--- config.mk ---
export PLATFORM = sky130hd
export DESIGN_NAME = tx_arbiter
export DESIGN_NICKNAME = d
export VERILOG_FILES = /design/src/rtl/tx_arbiter_pkg.sv /design/src/rtl/tx_arbiter_rr_pick.sv /design/src/rtl/tx_arbiter.sv
export SDC_FILE = /design/constraint.sdc
export NUM_CORES = 1
export LEC_CHECK = 0
export ABC_AREA = 1
export BUFFER_PORTS_ARGS = -buffer_cell sky130_fd_sc_hd__buf_2
export CORE_UTILIZATION = 47
export CTS_BUF_LIST = sky130_fd_sc_hd__clkbuf_4 sky130_fd_sc_hd__clkbuf_8
export DETAILED_ROUTE_END_ITERATION = 12
export GPL_TIMING_DRIVEN = 0
export PLACE_DENSITY = 0.77
export SYNTH_ARGS = -nofsm -noshare
export SYNTH_HDL_FRONTEND = slang
export SYNTH_SLANG_ARGS = --single-unit
--- constraint.sdc ---
create_clock -name clk -period 1.7 [get_ports clk]
set_clock_uncertainty 0.1 [all_clocks]
set_input_delay 0.425 -clock clk [delete_from_list [all_inputs] [get_ports clk]]
set_output_delay 0.425 -clock clk [all_outputs]
set_load 0.01 [all_outputs]
--- src/rtl/tx_arbiter_pkg.sv ---
// Shared encodings for the transmitter arbiter: transmitter states, arbiter FSM
// states and the grant-index width helper.
package tx_arbiter_pkg;

  typedef enum logic [1:0] {
    TX_START = 2'd0,
    TX_SHIFT = 2'd1,
    TX_STOP1 = 2'd2,
    TX_STOP2 = 2'd3
  } tx_state_e;

  typedef enum logic [1:0] {
    IDLE   = 2'd0,
    LAUNCH = 2'd1,
    ACTIVE = 2'd2,
    DONE   = 2'd3
  } arb_state_e;

  // GRANT_W = clog2(NUM_REQ), never narrower than one bit
  function automatic int grant_w(input int n);
    return (n > 1) ? $clog2(n) : 1;
  endfunction

endpackage

--- src/rtl/tx_arbiter_rr_pick.sv ---
// Combinational round-robin search: first set req index after last, modulo NUM_REQ.
module rr_pick
  import tx_arbiter_pkg::*;
#(
  parameter int NUM_REQ = 4,
  localparam int GRANT_W = grant_w(NUM_REQ)
) (
  input  logic [NUM_REQ-1:0] req,
  input  logic [GRANT_W-1:0] last,
  output logic               found,
  output logic [GRANT_W-1:0] index
);

  logic [GRANT_W-1:0] cand;

  // Walk from the farthest candidate down so the nearest set bit wins.
  always_comb begin
    found = 1'b0;
    index = '0;
    cand  = '0;
    for (int k = NUM_REQ; k >= 1; k--) begin
      cand = GRANT_W'((int'(last) + k) % NUM_REQ);
      if (req[cand]) begin
        found = 1'b1;
        index = cand;
      end
    end
  end

endmodule

--- src/rtl/tx_arbiter.sv ---
// Round-robin arbiter/sequencer sharing one serial byte transmitter among
// NUM_REQ requesters; launches frames, tracks tx_state and acks on completion.
module tx_arbiter
  import tx_arbiter_pkg::*;
#(
  parameter int NUM_REQ = 4,
  parameter int DATA_W  = 8,
  parameter int TIMEOUT = 4,
  localparam int GRANT_W = grant_w(NUM_REQ)
) (
  input  logic                      clk,
  input  logic                      rst_n,
  input  logic [NUM_REQ-1:0]        req,
  input  logic [NUM_REQ*DATA_W-1:0] req_data,
  output logic [NUM_REQ-1:0]        ack,
  output logic                      tx_go,
  output logic [DATA_W-1:0]         tx_data,
  input  logic [1:0]                tx_state,
  output logic                      busy,
  output logic [GRANT_W-1:0]        grant_id,
  output logic                      stall_err,
  output logic [15:0]               frame_count
);

  localparam int CNT_W = $clog2(TIMEOUT + 1);

  arb_state_e         state, state_nx;
  logic [GRANT_W-1:0] last;
  logic [GRANT_W-1:0] pick;
  logic               found;
  logic [CNT_W-1:0]   tcnt;
  logic               grant;
  logic               stall;

  rr_pick #(.NUM_REQ(NUM_REQ)) u_pick (
    .req   (req),
    .last  (last),
    .found (found),
    .index (pick)
  );

  always_ff @(posedge clk or negedge rst_n) begin
    if (!rst_n) state <= IDLE;
    else        state <= state_nx;
  end

  // Grant waits for START so a stale frame from the un-reset transmitter drains first.
  always_comb begin
    state_nx = state;
    grant    = 1'b0;
    stall    = 1'b0;
    case (state)
      IDLE: begin
        if (found && tx_state == TX_START) begin
          state_nx = LAUNCH;
          grant    = 1'b1;
        end
      end
      LAUNCH: begin
        if (tx_state == TX_SHIFT) begin
          state_nx = ACTIVE;
        end else if (tcnt == CNT_W'(TIMEOUT - 1)) begin
          state_nx = IDLE;
          stall    = 1'b1;
        end
      end
      ACTIVE: begin
        if (tx_state == TX_STOP2 || tx_state == TX_START) state_nx = DONE;
      end
      DONE:    state_nx = IDLE;
      default: state_nx = IDLE;
    endcase
  end

  always_ff @(posedge clk or negedge rst_n) begin
    if (!rst_n) begin
      grant_id    <= '0;
      tx_data     <= '0;
      tcnt        <= '0;
      stall_err   <= 1'b0;
      frame_count <= '0;
      last        <= GRANT_W'(NUM_REQ - 1);
    end else begin
      stall_err <= stall;
      if (grant) begin
        grant_id <= pick;
        tx_data  <= req_data[pick*DATA_W +: DATA_W];
        tcnt     <= '0;
      end else if (state == LAUNCH) begin
        tcnt <= tcnt + 1'b1;
      end
      if (state == DONE) begin
        frame_count <= frame_count + 16'd1;
        last        <= grant_id;
      end
    end
  end

  assign tx_go = (state == LAUNCH);
  assign busy  = (state != IDLE);
  assign ack   = (state == DONE) ? ({{(NUM_REQ-1){1'b0}}, 1'b1} << grant_id) : '0;

endmodule

* After elaboration in Yosys (flattened, before gate mapping)
Index checks and enable logic that the tools add are counted.
** Cells by class
- Add/subtract/negate cells :: 6
- $mul :: 0
- Div/mod/pow operators :: 0
- Magnitude comparators :: 4
- Equal/unequal tests :: 9
- Shift operators :: 2
- Muxes and demuxes :: 29
- Bitwise operators :: 0
- Reductions and logical operators :: 7
** Operators by type and width (number)
- indexed part select 32 x 6 -> 8 bit :: 1
- adder 16 x 1 -> 16 bit (second input constant) :: 1
- two-way mux 2 bit :: 8
- two-way mux 1 bit :: 13
- less-than comparator 2 x 3 -> 1 bit (second input constant) :: 4
- binary-select mux 1 bit (select 2 bit) :: 4
- one-hot mux 2 bit (4 select lines) :: 1
- == test 2 bit (second input constant) :: 3
- two-way mux 3 bit :: 2
- adder 2 x 1 -> 2 bit (second input constant) :: 2
- adder 2 bit (second input constant) :: 2
- == test 2 x 1 -> 1 bit (second input constant) :: 2
- zero test 2 bit :: 2
- two-way mux 4 bit :: 1
- != test 2 bit (second input constant) :: 2
- nonzero test 2 bit :: 2
- left shift 1 x 2 -> 4 bit (first input constant) :: 1
- adder 3 x 1 -> 3 bit (second input constant) :: 1
- == test 3 x 2 -> 1 bit (second input constant) :: 1
- != test 3 x 1 -> 1 bit (second input constant) :: 1
- AND reduction 3 bit :: 1
- logical AND 1 bit :: 1
- logical OR 1 bit :: 1
** Storage, ports and cells
- Flip-flop bits (word level) :: 34
- Bits in latches :: 0
- RAM bits :: 0
- ROM bits :: 0
- Input bits :: 40
- Output and inout port bits :: 33
- Word-level logic and storage cells :: 64
- Memories :: 0

* Depth between registers and ports, before layout
Gate-level depths: netlist (run 1).
- Depth in word-level cells :: 11
- Gate-level depth with buffers :: 16
- Gate-level depth less buffers :: 14

* By module
From an unflattened synthesis (run 1), not the netlist that was laid out.
** Second synthesis, totals
- Cell total of the unflattened synthesis :: 273
- Area total of the unflattened synthesis :: 2031.9 µm²
** By module, submodules not included
- tx_arbiter :: instances 1, cells an instance 222, area each 1785.5 µm²
- rr_pick :: instances 1, cells an instance 51, area each 246.5 µm²

* Least setup slack after synthesis (run 1)
No wires, ideal clock.
- Path kind :: register to register
- Start point :: reg last[0]
- End point :: reg tx_data[6]
- Arrival :: 1.629 ns
- Data required time :: 1.483 ns
- Path slack :: -0.146 ns
- Cell stages (with the launch flop) :: 15
- Buffers on the path :: 2
- Period minus slack after synthesis :: 1.846 ns
- Cell sequence :: dfstp_2 -> buf_6 -> inv_6 -> nand2_2 -> nand2_1 -> and2_4 -> nor2_4 -> nand3_4 -> nand2_4 -> buf_6 -> nand2_1 -> nand3_1 -> nand2_1 -> nand2_1 -> nand2_1
** On the way
- Word-level cells in the longest chain between the ends :: 10
- Elaborated cells between the ends (all ways) :: 24
- Classes of those cells :: add/sub: 4; shift: 1; mux: 18; reduce/logical: 1
** Ends and longest elaborated chain
- start, declared :: RTL line tx_arbiter.sv:28 : logic [GRANT_W-1:0] last;
- start signal, assigned :: RTL line tx_arbiter.sv:82 : last <= GRANT_W'(NUM_REQ - 1);
- start signal, assigned :: RTL line tx_arbiter.sv:94 : last <= grant_id;
- branches (longest 10 deep; another with adder 2 x 1 -> 2 bit)
- end signal, assigned :: RTL line tx_arbiter.sv:87 : tx_data <= req_data[pick*DATA_W +: DATA_W];
- end, declared :: RTL line tx_arbiter.sv:17 : output logic [DATA_W-1:0] tx_data,
Parallel ways; which one is timed is not known. The select of a mux whose other input is x is not followed.
A chain may end at the register's enable or synchronous reset.

* Worst setup path in the final report (run 1)
- Start point :: reg last[0]
- End point :: reg tx_data[7]
Same word-level chain as after synthesis.

==> flow_summary.toml, run 1 <==
[clock_tree]
clk_pin_slew_ns = 0.08
cts_tree = "done"
clock_sinks = 34
clock_latency_ns = 0.29
htreeDepth = 2
cts.hold.buffers_added = 0
clockBufferDepth = 2
cts_buffers = 5
cts_root_buf = "clkbuf_8"

[routing]
drt-initial-drc-count = 111
dr.pass1.iters = 4
wl_per_cell_um = 12.2
drc = 0
ant_nets = 0
num_vias = 2063
routed_via_density = 4.82
drt-total-wl_mm = 5.23

[logic_synthesis]
synth_area_sq_mm = 0.00208
yosysWarnings = 0
yosysMostFrequentCell = "nand2_1"
netlist_top_cells_count = "nand2_1 (76), inv_1 (46), dfrtp_1 (32), nand3_1 (31), nand2_2 (13)"
async_reset_ff_frac = 1.00
synth_top_area_cell = "dfrtp_1"
avgSynthCellArea_sq_um = 7.66
ys_ff_latch = 34
ys_types = 30
synth_seq_area_share = 0.410
synthFlopType = "dfrtp_1"
yosys.area.top_type_share = 0.384
synth_edf_count = 0
synthCells = 272
syn-num-nets = 317
synthTopCellsByArea = "dfrtp_1 (38%), nand2_1 (14%), inv_1 (8.3%), nand3_1 (7.4%), nand2_2 (3.9%)"

[timing]
setup_ws_ns = -0.223
relSlewSlack = 0.506
finalCritPeriodShare = 1.13
tns_ns = -2.43
final_max_slew_viol_count = 0
rsz0062_at_grt = "yes"
finalSetupViolations = 17
max_clock_freq_ghz = 0.520
hold_violations = 0
tightest_slew_ns = 0.740
fin_crit_ns = 1.92

[run_status]
status = "complete, but fails checks"
violations = "setup timing"

[placed_design]
io_buffers = 72
dpl_worst_slack_ns = -0.327
place.gp.congestion = 0.773
dp.final_hpwl_mm = 3.31

[layout]
syn_to_final_growth_pct = 48.5
n_antenna_cell = 0
nets = 422
postLayoutCoreUtil = 0.752
layout-drive-gt1-share = 0.450

[worst_setup_path]
crit_type = "flop to flop"
critPathLaunchType = "flop"
worstSetupEndpointType = "flop"
timing.rr.start = "last[0]"
critPathLaunch = "last[0]"
crit_arrival_ns = 1.99
crit_fanout = 8
required_ns = 1.77

[global_route]
grt_pass1_vias = 1798
antenna_found_initial = 0
grt_pass1_wl_mm = 7.67
grt_max_degree = 35
grt_overflow = 0
grtUsageTotal = 0.221

[power]
p_leak_nw = 1.81
power_density_mw_per_mm2 = 1760
worst_ir_drop_vdd_mv = 1.18

[floorplan]
io_pins = 73
rows = 23
start_util = 0.506
die_area_sq_mm = 0.00470
die_h_um = 68.6
core-area_sq_mm = 0.00412
dieWidth_um = 68.6

[flow_run]
drv_cap = 0

[hold_path]
holdCritPathClass = "input pin to asynchronous set/reset pin"
## report_power, final
group | total [mW] | internal, mW | leakage [nW] | switching [mW]
Combinational | 3.26 | 1.43 | 1.30 | 1.84
Sequential | 1.30 | 1.07 | 0.436 | 0.231
Clock | 0.895 | 0.587 | 0.0683 | 0.308
Total | 5.46 | 3.08 | 1.81 | 2.38
## per-layer routing
| metal | vias up | GRT usage | part of all wire |
|---|---|---|---|
| met4 | 0 | 0.0781 | 0.019 |
| met3 | 10 | 0.0428 | 0.049 |
| met5 | - | 0 | 0 |
| met1 | 929 | 0.268 | 0.43 |
| li1 | 1051 | - | - |
| met2 | 73 | 0.388 | 0.50 |
## cell families after synthesis
kind of cell,count (synthesis),share of synthesized area
buf+inv,53,0.109
xor+xnor,15,0.0631
simple gates,149,0.342
fa+ha+maj,5,0.0300
flops,34,0.410
compound gates,16,0.0462
## timing repair
action,in CTS,in global routing
gates cloned,3,0
setup buffers,14,9
gates resized for setup,30,39
setup endpoints to repair,20,22
pin swaps,13,21
endpoints found under the hold margin,0,0
## worst max-delay path, stage by stage (launching register included)
cell     delay [ns]
dfstp_2        0.54
buf_12         0.14
nand2_1        0.09
nand3_2        0.09
nand2_1        0.06
inv_2          0.06
nand2_4        0.07
nand3_4        0.10
buf_4          0.13
nand2_2        0.06
or2_1          0.20
nand3_1        0.08
nand3_1        0.08
## path summary, 6_finish.rpt
path	cells past startpoint	slack, ns	endpoint
min in group clk	3	0.30	tx_data[3]
max	12	-0.22	tx_data[7]
min reg2reg	1	0.37	frame_count[15]
min	1	0.09	frame_count[5]
max in group asynchronous	1	0.89	asynchronous set/reset pin
max reg2reg	12	-0.22	tx_data[7]
## layout make-up
cell class	count	area [sq um]
clock buffers	5	68.8
plain buffers	4	57.6
clock inverters	3	68.8
flip-flops and latches	34	856
inverters	49	196
multi-input cells	186	1220
well taps	50	62.6
fillers	282	1020
repair buffers	97	566
## cells in the final DEF, fill, tap and decap left out, types with 4 or more instances in the layout
cell	count
or2_1	4
o211ai_1	4
inv_1	44
clkbuf_8	5
nand3_1	27
buf_6	6
buf_4	22
dfrtp_1	30
nor2_1	4
nand2_2	17
xor2_1	6
buf_2	71
ha_1	4
nand2_4	15
o21ai_0	5
xnor2_1	9
nor2_4	9
nand2_1	60
## stage by stage
step	area [sq um]	cells	total power [mW]	hold WS, ns
6_report	3090	428	5.46	0.0943
5_1_grt	3090	428	5.88	0.147
4_1_cts	2880	419	5.10	0.113
3_5_place_dp	2510	394	3.63	0.357
3_3_place_gp	2510	394	3.57	0.355
2_1_floorplan	2090	272	3.02	0.0294
## registers in the layout, summed over array words and instances, names as in the netlist, named ones only
| name | flops |
|---|---|
| tcnt | 3 |
| grant_id | 2 |
| tx_data | 8 |
| state | 1 |
| last | 2 |
| frame_count | 16 |
| stall_err | 1 |
No activity file was read; power rests on OpenSTA's default activity.
==> inputs of run 2 (changes only) <==
Settings changed: CORE_UTILIZATION 47 to 40, PLACE_DENSITY 0.77 to 0.67.
==> run 2 against run 1 <==
Against the previous run: the run still ends with setup timing left; clock power up 2.5%; design area up 2.8%; clock-buffer cell count up 1; setup slack worse by 0.065 ns; power up 2.3%; non-clock buffer count down 1; core utilization down 10 points; highest routed layer unchanged.
==> flow_summary.toml, run 2 (synthesized netlist as in run 1, its figures left out) <==
[worst_setup_path]
path_delay_family = "simple AND/OR/NAND/NOR gates"
crit_buf_inv = 3
critPathLaunchType = "flop"
crit_type = "flop to flop"
cpPeakStageDelay_ns = 0.58
cp_cell_sequence = "inv_1 > nand2_1 > nand2_4 > nand2_2 > nand2_1 > inv_1 > nand2_1 > nand2_2 > inv_1 > nor2_2 > nand3_1 > nand3_1"
worstSetupEndpointType = "flop"
crit_fanout = 7
critPathSlowestCell = "dfstp_2"
crit_arrival_ns = 2.11
required_ns = 1.82
r2r_slack_ns = -0.29

[layout]
nets = 421
largest_reg_flops = 16
syn_to_final_growth_pct = 52.7
n_antenna_cell = 0
final_cell_area_sq_mm = 0.00318
fin_cells = 444
top_register = "frame_count"
layout-drive-gt1-share = 0.469
reg_top3 = "frame_count: 16 flops, tx_data: 8 flops, tcnt: 3 flops"
postLayoutCoreUtil = 0.652
final_cell_mix = "buf_2 (71), nand2_1 (59), inv_1 (43)"
layout_commonest_cell = "buf_2"

[timing]
max_clock_freq_ghz = 0.503
setup_ws_ns = -0.288
fin_crit_ns = 1.99
rsz0062_at_grt = "yes"
final_max_slew_viol_count = 0
tightest_slew_ns = 0.749
finalSetupViolations = 15
finalCritPeriodShare = 1.17
relSlewSlack = 0.501
hold_violations = 0

[global_route]
grtUsageTotal = 0.185
antenna_found_initial = 0
grt_overflow = 0
grt_pass1_wl_mm = 7.80
grt_max_degree = 35
grt_pass1_vias = 1855

[routing]
dr.pass1.iters = 4
drt-total-wl_mm = 5.26
wl_per_cell_um = 11.9
ant_nets = 0
drt-initial-drc-count = 67
drc = 0
routed_via_density = 4.59
num_vias = 2039

[power]
p_leak_nw = 1.81
worst_ir_drop_vdd_mv = 1.04
power_density_mw_per_mm2 = 1760

[placed_design]
dp_cells = 411
io_buffers = 72
dpl_cell_area_sq_mm = 0.00253
place.gp.congestion = 0.858
dp.final_hpwl_mm = 3.41

[flow_run]
drv_cap = 0

[clock_tree]
cts_root_buf = "clkbuf_8"
cts_buffers = 5
clk_pin_slew_ns = 0.07
clock_sinks = 34
cts_tree = "done"
cts.hold.buffers_added = 0
clock_latency_ns = 0.28
htreeDepth = 2
clockBufferDepth = 2

[hold_path]
holdCritPathClass = "input pin to asynchronous set/reset pin"

[run_status]
status = "complete, but fails checks"
violations = "setup timing"

[floorplan]
core-area_sq_mm = 0.00488
rows = 25
dieWidth_um = 74.2
io_pins = 73
die_h_um = 74.2
start_util = 0.427
die_area_sq_mm = 0.00550
[run 2: changes by cell type in the layout (fill, tap and decap cells not counted), sizes merged]
cell and delta:
buf -2, clkbuf +2, inv -1, clkinvlp +1
clkinv -1
[run 2: layout make-up]
type                            instances  area, sq um
Clock buffer                            6         82.6
Fill cell                             424         1700
Buffer                                  4         51.3
Tap cell                               67         83.8
Inverter                               49          203
Sequential cell                        34          858
Clock inverter                          2         60.1
Multi-Input combinational cell        186         1270
Timing Repair Buffer                   96          569
[run 2: final timing paths]
kind | startpoint | to | cells after the start
max | last[1] | tx_data[7] | 12
max in group asynchronous | rst_n | grant_id[1] | 1
min | rst_n | stall_err | 1
min reg2reg | tx_data[2] | tx_data[2] | 2
max reg2reg | last[1] | tx_data[7] | 12
min in group clk | req_data[19] | tx_data[3] | 3
[run 2: routing by layer]
layer  track usage  part of all wire  vias up
li1              -                 -     1048
met1         0.234              0.43      922
met2         0.301              0.51       60
met3        0.0434             0.044        9
met4        0.0855             0.018        0
met5             0                 0        -
[run 2: what timing repair did]
item / CTS / global route
pin swaps: 11 / 30
resized for setup: 30 / 56
buffers inserted: 9 / 12
cloned: 2 / 2
setup endpoints to repair: 21 / 23
[run 2: report_power, final]
part / internal [mW] / switching, mW
sequential: 1.07 / 0.249
combinational: 1.44 / 1.90
clock: 0.625 / 0.292
total: 3.14 / 2.45
[run 2: stage by stage]
stage | setup slack, ns | hold WS, ns | total power [mW] | setup TNS, ns
after floorplan | -0.132 | 0.0294 | 3.02 | -1.03
after global placement | -0.361 | 0.356 | 3.59 | -3.45
after detailed placement | -0.379 | 0.360 | 3.62 | -3.62
after CTS | -0.231 | 0.123 | 4.92 | -2.20
after global routing | -0.415 | 0.171 | 5.99 | -4.57
final | -0.288 | 0.101 | 5.58 | -3.00
==> inputs of run 3 (changes only) <==
Settings changed: ABC_AREA 1 to default, PLACE_DENSITY 0.67 to 0.68.
==> run 3 against run 2 <==
Against the previous run: the run still ends with setup timing left; die area down 7.2%; register-to-register slack improved by 0.19 ns; clock power decreased by 32%; core utilization shrank 6.7 points; wire length decreased by 15%; final cell count down 25%; setup slack improved by 0.19 ns; non-clock buffer count is 15 lower; via count shrank 16%; combinational power is 54% lower; largest power group unchanged.
==> flow_summary.toml, run 3 <==
[run_status]
status = "complete, but fails checks"
violations = "setup timing"

[logic_synthesis]
synth_top_area_cell = "dfrtp_1"
synthCells = 192
syn-num-nets = 237
synthFlopType = "dfrtp_1"
yosysWarnings = 0
synth_seq_area_share = 0.443
yosys.area.top_type_share = 0.415
ys_types = 40
async_reset_ff_frac = 1.00
ys_ff_latch = 34
synth_edf_count = 0
synthTopCellsByArea = "dfrtp_1 (42%), nand2_1 (6.2%), xnor2_1 (4.5%), mux2i_1 (4.2%), and4_1 (3.6%)"
netlist_top_cells_count = "dfrtp_1 (32), nand2_1 (32), o21ai_0 (14), nor2_1 (10), xnor2_1 (10)"
synth_area_sq_mm = 0.00193
avgSynthCellArea_sq_um = 10.0

[flow_run]
drv_cap = 0

[hold_path]
holdCritPathClass = "input pin to asynchronous set/reset pin"

[worst_setup_path]
cp_cell_sequence = "nor2b_4 > o21a_1 > buf_6 > nor3_4 > buf_6 > mux2i_1 > o211ai_1"
crit_buf_inv = 2
r2r_slack_ns = -0.10
crit_arrival_ns = 1.86
critPathLaunchType = "flop"
worstSetupEndpointType = "flop"
worst-r2r-cell-count = 7
required_ns = 1.75
r2r-end = "tx_data[0]"
crit_fanout = 9
path_delay_family = "flip-flops"
timing.rr.start = "last[0]"
cpPeakStageDelay_ns = 0.57
crit_type = "flop to flop"
critPathSlowestCell = "dfstp_2"
crit_top_cell = "buf_6"
critPathLaunch = "last[0]"

[global_route]
grt_overflow = 0
grt_max_degree = 35
antenna_found_initial = 0
grt_pass1_vias = 1617
grtUsageTotal = 0.189
grt_pass1_wl_mm = 7.49

[clock_tree]
cts.hold.buffers_added = 0
clockBufferDepth = 2
clock_sinks = 34
cts_root_buf = "clkbuf_8"
cts_buffers = 5
htreeDepth = 2
cts_tree = "done"
clock_latency_ns = 0.28
clk_pin_slew_ns = 0.07

[floorplan]
io_pins = 73
start_util = 0.428
die_area_sq_mm = 0.00510
die_h_um = 71.4
core-area_sq_mm = 0.00450
dieWidth_um = 71.4
rows = 24

[layout]
final_cell_area_sq_mm = 0.00264
fill_cells = 402
top_register = "frame_count"
largest_reg_flops = 16
final_cell_mix = "buf_2 (71), dfrtp_1 (31), nand2_1 (30)"
n_antenna_cell = 0
layout-drive-gt1-share = 0.421
layout_commonest_cell = "buf_2"
nets = 324
syn_to_final_growth_pct = 36.7
reg_top3 = "frame_count: 16 flops, tx_data: 8 flops, tcnt: 3 flops"

[timing]
fin_crit_ns = 1.80
finalCritPeriodShare = 1.06
setup_ws_ns = -0.102
rsz0062_at_grt = "yes"
finalSetupViolations = 10
tightest_slew_ns = 0.732
final_max_slew_viol_count = 0
max_clock_freq_ghz = 0.555
hold_violations = 0
relSlewSlack = 0.512

[routing]
dr.pass1.iters = 4
drc = 0
drt-initial-drc-count = 46
ant_nets = 0
wl_per_cell_um = 13.4
drt-total-wl_mm = 4.47
routed_via_density = 5.17
num_vias = 1716

[placed_design]
dp.final_hpwl_mm = 3.15
dpl_cell_area_sq_mm = 0.00235
io_buffers = 72
dpl_worst_slack_ns = -0.325
place.gp.congestion = 0.806

[power]
p_switching_mw = 1.32
power_density_mw_per_mm2 = 1320
p_int_mw = 2.16
pwr-share-seq = 0.379
p_sw_frac = 0.379
p_leak_nw = 1.37
worst_ir_drop_vdd_mv = 0.656
power_frac_clock = 0.178
pwr-share-comb = 0.443
[run 3: cell types whose count changed after synthesis, sizes merged, moves of 6 or more]
cell / change
nand2: -59
mux2i: +8
and4: +8
inv: -42
o31a: +8
o21ai: +6
nand3: -27
[run 3: layout make-up]
type                    instances  area, sq um  share of cell area
multi-input cells             146         1100               0.419
flip-flops and latches         34          855               0.324
repair buffers                 82          460               0.175
clock buffers                   7         90.1              0.0342
well taps                      52         65.1              0.0247
plain buffers                   3         30.0              0.0114
inverters                       7         26.3             0.00997
clock inverters                 1         5.00             0.00190
[run 3: kinds of logic (layout without fill, tap and decap cells)]
group / count (synthesis) / in the layout / synth area share
simple gates: 80 / 80 / 0.245
fa+ha+maj: 5 / 5 / 0.0324
flops: 34 / 34 / 0.443
xor+xnor: 15 / 15 / 0.0681
compound gates: 38 / 38 / 0.133
mux: 8 / 8 / 0.0415
buf+inv: 12 / 100 / 0.0370
[run 3: through the flow]
| step | setup TNS, ns | power, mW | hold WS [ns] | std cells | util |
|---|---|---|---|---|---|
| after floorplan | 0 | 2.12 | 0.0294 | 192 | - |
| after global placement | -2.86 | 2.53 | 0.356 | 316 | 0.523 |
| after CTS | -1.00 | 3.41 | 0.128 | 329 | 0.571 |
| after global routing | -1.52 | 3.73 | 0.172 | 332 | 0.585 |
| after detailed placement | -2.88 | 2.56 | 0.359 | 316 | 0.523 |
| final | -0.694 | 3.48 | 0.0992 | 332 | 0.585 |
[run 3: power by group through the flow]
stage / clock [mW] / sequential, mW / combinational [mW]
floorplan: 0 / 1.33 / 0.784
global placement: 0 / 1.31 / 1.23
detailed placement: 0 / 1.31 / 1.25
CTS: 0.640 / 1.31 / 1.45
global route: 0.668 / 1.36 / 1.71
finish: 0.619 / 1.32 / 1.54
[run 3: timing repair]
item	4_1_cts	5_1_grt
pin swaps	3	9
cloned	1	0
buffers inserted	5	4
resized for setup	22	12
setup endpoints to repair	14	25
[run 3: metal layers]
metal  routed length [um]  share of wire  GRT usage  vias up
met5                    0              0          0        -
met4                   34         0.0076     0.0667        0
met3                  222          0.050     0.0380        2
met2                 2150           0.48      0.306       62
met1                 2060           0.46      0.254      790
li1                     -              -          -      862
[run 3: worst max-delay path by stage]
stage / end / slack [ns] / cells past startpoint
floorplan: tx_data[0] / 0.009 / 7
global placement: tx_data[3] / -0.31 / 6
detailed placement: tx_data[2] / -0.33 / 6
CTS: tx_data[7] / -0.13 / 7
global route: tx_data[6] / -0.18 / 7
finish: tx_data[0] / -0.10 / 7
